### config.mk
export PLATFORM = sky130hd
export DESIGN_NAME = fetch_sequencer
export DESIGN_NICKNAME = d
export VERILOG_FILES = /design/src/rtl/fetch_pkg.sv /design/src/rtl/fetch_sequencer.sv
export SDC_FILE = /design/constraint.sdc
export NUM_CORES = 1
export LEC_CHECK = 0
export BUFFER_PORTS_ARGS = -buffer_cell sky130_fd_sc_hd__buf_2
export CAP_MARGIN = 10
export CORE_MARGIN = 2
export CORE_UTILIZATION = 39
export CTS_CLUSTER_DIAMETER = 60
export CTS_CLUSTER_SIZE = 30
export DETAILED_ROUTE_END_ITERATION = 8
export PLACE_DENSITY = 0.75
export SLEW_MARGIN = 10
export SYNTH_ARGS = -nofsm -noshare
export SYNTH_HDL_FRONTEND = slang
export SYNTH_SLANG_ARGS = --single-unit
### constraint.sdc
create_clock -name Clock -period 2 [get_ports Clock]
set_input_delay 0.4 -clock Clock [delete_from_list [all_inputs] [get_ports Clock]]
set_output_delay 0.4 -clock Clock [all_outputs]
set_load 0.02 [all_outputs]
### src/rtl/fetch_pkg.sv
// Shared definitions for the instruction fetch sequencer: state encoding,
// PC width, reset PC default and the wrapping PC increment.
package fetch_pkg;

    localparam int          PC_W           = 16;
    localparam logic [15:0] FETCH_RESET_PC = 16'h0000;

    typedef enum logic [1:0] {
        ST_IDLE     = 2'd0,
        ST_FETCH_LO = 2'd1,
        ST_FETCH_HI = 2'd2,
        ST_DONE     = 2'd3
    } fetch_state_t;

    // PC advance wraps modulo 2^16; the carry out is deliberately dropped.
    function automatic logic [PC_W-1:0] pc_inc(input logic [PC_W-1:0] pc);
        return pc + 16'd1;
    endfunction

endpackage

### src/rtl/fetch_sequencer.sv
// Fetches one 16-bit little-endian instruction as two byte reads from
// instruction memory, steering each byte into the matching half of the IR.
module fetch_sequencer
    import fetch_pkg::*;
#(
    parameter logic [15:0] RESET_PC = FETCH_RESET_PC
) (
    input  logic        Clock,
    input  logic        Reset_n,
    input  logic        Start,
    input  logic        Flush,
    input  logic        PCLoad,
    input  logic [15:0] PCIn,
    input  logic [7:0]  MemData,
    input  logic        MemReady,
    output logic [15:0] MemAddr,
    output logic        MemRead,
    output logic [7:0]  I,
    output logic        LH,
    output logic        Write,
    output logic [15:0] PC,
    output logic        Busy,
    output logic        Done
);

    fetch_state_t      state_q, state_d;
    logic [PC_W-1:0]   pc_q, pc_d;

    // State and PC registers; reset abandons any fetch immediately.
    always_ff @(posedge Clock or negedge Reset_n) begin
        if (!Reset_n) begin
            state_q <= ST_IDLE;
            pc_q    <= RESET_PC;
        end else begin
            state_q <= state_d;
            pc_q    <= pc_d;
        end
    end

    // Next-state, PC update and all outputs. Outputs are decoded from the
    // registered state so reset clears them without waiting for a clock.
    always_comb begin
        state_d = state_q;
        pc_d    = pc_q;
        MemRead = 1'b0;
        Write   = 1'b0;
        LH      = 1'b0;
        Busy    = 1'b0;
        Done    = 1'b0;

        case (state_q)
            ST_IDLE, ST_DONE: begin
                Done = (state_q == ST_DONE);
                // Flush wins over Start and keeps PC untouched, including
                // any jump target presented in the same cycle.
                if (Flush) begin
                    state_d = ST_IDLE;
                end else begin
                    if (PCLoad)
                        pc_d = PCIn;
                    state_d = Start ? ST_FETCH_LO : ST_IDLE;
                end
            end
            ST_FETCH_LO, ST_FETCH_HI: begin
                // Start and PCLoad are ignored while a fetch is in flight.
                MemRead = 1'b1;
                Busy    = 1'b1;
                LH      = (state_q == ST_FETCH_HI);
                if (Flush) begin
                    state_d = ST_IDLE;
                end else if (MemReady) begin
                    Write   = 1'b1;
                    pc_d    = pc_inc(pc_q);
                    state_d = (state_q == ST_FETCH_LO) ? ST_FETCH_HI : ST_DONE;
                end
            end
            default: state_d = ST_IDLE;
        endcase
    end

    assign MemAddr = MemRead ? pc_q : '0;
    assign I       = MemData;
    assign PC      = pc_q;

endmodule

==> flow_metrics.tcl <==
set metrics [dict create \
    fin_skew_ns 0.00950 \
    worst_pin_slew_ns 0.610 \
    synth_flop_cell "dfrtp_1" \
    setup_viol 0 \
    diodes 0 \
    via_per_inst 5.28 \
    rsz0062_at_grt "true" \
    min_path_type "in -> async" \
    crit_end "Write" \
    cts_tree "built" \
    required_ns 1.60 \
    grt_pass1_vias 1246 \
    netlist_area_um2 1310 \
    clkPwrFrac_pct 10.9 \
    die_h_um 62.0 \
    cts_buffers 3 \
    whs_ns 0.0213 \
    initial_core_util_pct 39.9 \
    gp_congestion 0.868 \
    end_kind "output pin" \
    cap_violations 0 \
    routed_wl_um 3550 \
    path_class "reg -> out" \
    ff2ff_setup_slack_ns 0.06 \
    route.vias.total 1400 \
    timing.rr.start "state_q[0]" \
    regArea_um2 450 \
    multiInputGateArea_um2 757 \
    start_kind "flip-flop" \
    postSynthNetCount 193 \
    dr.max_layer_used "met4" \
    power_per_cell_area_nw_per_um2 1150 \
    grt_start_max_net_pins 21 \
    maxSlewViolCount 0 \
    num_rows 21 \
    worstRegToRegCells 7 \
    power_frac_seq_pct 34.0 \
    p_sw_mw 0.961 \
    p_leak_nw 0.878 \
    crit_path_max_fanout 8 \
    synth_edf_count 0 \
    num-fill-cells 325 \
    vdd_drop_max_uv 555 \
    fin_ws_ns 0.0162 \
    synth_seq_cells 18 \
    coreArea_um2 3280 \
    drive_above_1_share_pct 41.1 \
    crit_start "state_q[0]" \
    p_int_mw 1.11 \
    power_mw 2.07 \
    fin_nets 254 \
    wl_met2_um 1680 \
    outcome "completed" \
    async_reset_ff_share_pct 100 \
    drc 0 \
    met3_length_um 187 \
    dpl_cell_area_um2 1660 \
    synth.distinct_cells 38 \
    p_sw_share_pct 46.5 \
    drtIter0Drc 63 \
    post_drt_wl_per_cell_um 13.4 \
    grt_pass1_wl_um 5500 \
    die-area_um2 3840 \
    max_slew_margin_pct 59.2 \
    drt-met1-wl_um 1650 \
    fin_area_um2 1790 \
    power_frac_comb_pct 55.1 \
    fmax_mhz 504 \
    hpwl_um 2640 \
    clk_latency_ns 0.30 \
    period_share_pct 99.2 \
    finalCriticalPeriod_ns 1.98 \
    clk_pin_slew_worst_paths_ns 0.11 \
    h-tree-depth 1 \
    ant_nets 0 \
    r2r-end "PC[13]" \
    grt_usage_pct 19.2 \
    grt-ovfl-total 0 \
    firstDrtPassIters 4 \
    synth_top_cell_area_share_pct 34.4 \
    cts_root_buffer "clkbuf_4" \
    synth.area.top_cells "dfrtp_1 (34%), nor2b_1 (7.6%), a21oi_1 (5.3%), buf_4 (5.2%), o21ai_0 (4.6%)" \
    yosysSeqAreaShare_pct 34.4 \
    yosysWarnings 0 \
    syn_inst 159 \
    avgSynthCellArea_um2 8.24 \
    cts_buffer_depth 2 \
    crit_arrival_ns 1.58 \
    synth.largest_area_cell "dfrtp_1" \
    fin_util_pct 54.5 \
    finalHoldViolCount 0 \
    ios 75 \
    pre_cts_ws_ns -0.0378 \
    area_growth_pct 36.6 \
    die_x_um 62.0 \
    cts.sinks 18 \
    antenna_found_initial 0 \
    port_buffers 58 \
]
## critical path, stage by stage, from the launching register on
cell and delay [ns]:
dfrtp_1 0.42, inv_2 0.08, ha_4 0.21, buf_6 0.12, buf_8 0.13, nor3b_2 0.17
buf_4 0.16
## cell usage in the layout, fill, tap and decap left out, types with 3 or more instances in the layout
master | synthesis | layout
clkbuf_4 | 0 | 3
inv_1 | 5 | 4
nor2b_1 | 16 | 12
o31ai_1 | 3 | 3
nand4_1 | 6 | 6
mux2i_1 | 3 | 3
nor3_1 | 3 | 3
buf_4 | 9 | 24
or4_1 | 3 | 3
buf_2 | 4 | 49
nor2_1 | 5 | 5
a21oi_1 | 14 | 14
nand2_1 | 10 | 10
o21ai_0 | 12 | 12
nand3_1 | 9 | 9
ha_1 | 4 | 3
dfrtp_1 | 18 | 18
nor2b_2 | 0 | 3
a2bb2oi_1 | 4 | 4
## layer usage
metal / global-route usage (%) / vias to the layer above
li1: - / 693
met1: 24.9 / 662
met2: 33.5 / 41
met3: 4.14 / 4
met4: 2.74 / 0
met5: 0 / -
## through the flow
stage               setup TNS, ns  instances
finish                          0        265
global route               -0.215        265
detailed placement        -0.0413        258
CTS                             0        262
global placement                0        258
floorplan                -0.00369        159
## area by class of cell
class | instances | share of cell area (%)
Sequential cell | 18 | 25.2
Clock buffer | 4 | 2.03
Inverter | 6 | 1.40
Multi-Input combinational cell | 115 | 42.3
Tap cell | 46 | 3.22
Timing Repair Buffer | 76 | 25.9
## Yosys cell counts (all sizes together) (3+ instances only)
cell type  count
nor2b         16
or4            3
dfrtp         18
o31ai          3
mux2i          3
nand4          6
nand3          9
clkbuf         6
nor3           3
inv            5
a2bb2oi        4
nand2         10
buf           14
nor2           5
a21oi         14
o21ai         12
ha             4
## power by group through the flow
stage               logic (mW)  clock network [mW]  registers, mW
floorplan                0.566                   0          0.827
global placement          1.05                   0          0.703
detailed placement        1.06                   0          0.708
CTS                       1.09               0.235          0.701
global route              1.25               0.249          0.732
finish                    1.14               0.225          0.703
## cell families (layout without fill, tap and decap cells)
group	count (synthesis)	in the layout	synth area share, %
AOI/OAI and AO/OA	43	43	20.3
adders and majority gates	4	4	3.82
buffers and inverters	26	86	10.4
DFF	18	18	34.4
muxes	3	3	2.29
and+or+nand+nor	65	65	28.8
## repair_timing
| action | CTS | global route |
|---|---|---|
| gates resized for setup | 10 | 15 |
| setup buffers | 0 | 3 |
| pin swaps | 0 | 2 |
| hold buffers | 0 | 0 |
| endpoints found under the setup margin | 13 | 15 |
## flip-flops by register name, summed over array words and instances, names as in the netlist
register,cells
PC,16
state_q,2
## worst min-delay path by stage
stage | cells past startpoint | to
detailed placement | 1 | PC[0]
CTS | 1 | PC[0]
finish | 1 | PC[0]
global route | 1 | PC[0]
global placement | 1 | PC[0]
floorplan | 0 | PC[0]
No activity file was read; power rests on OpenSTA's default activity.
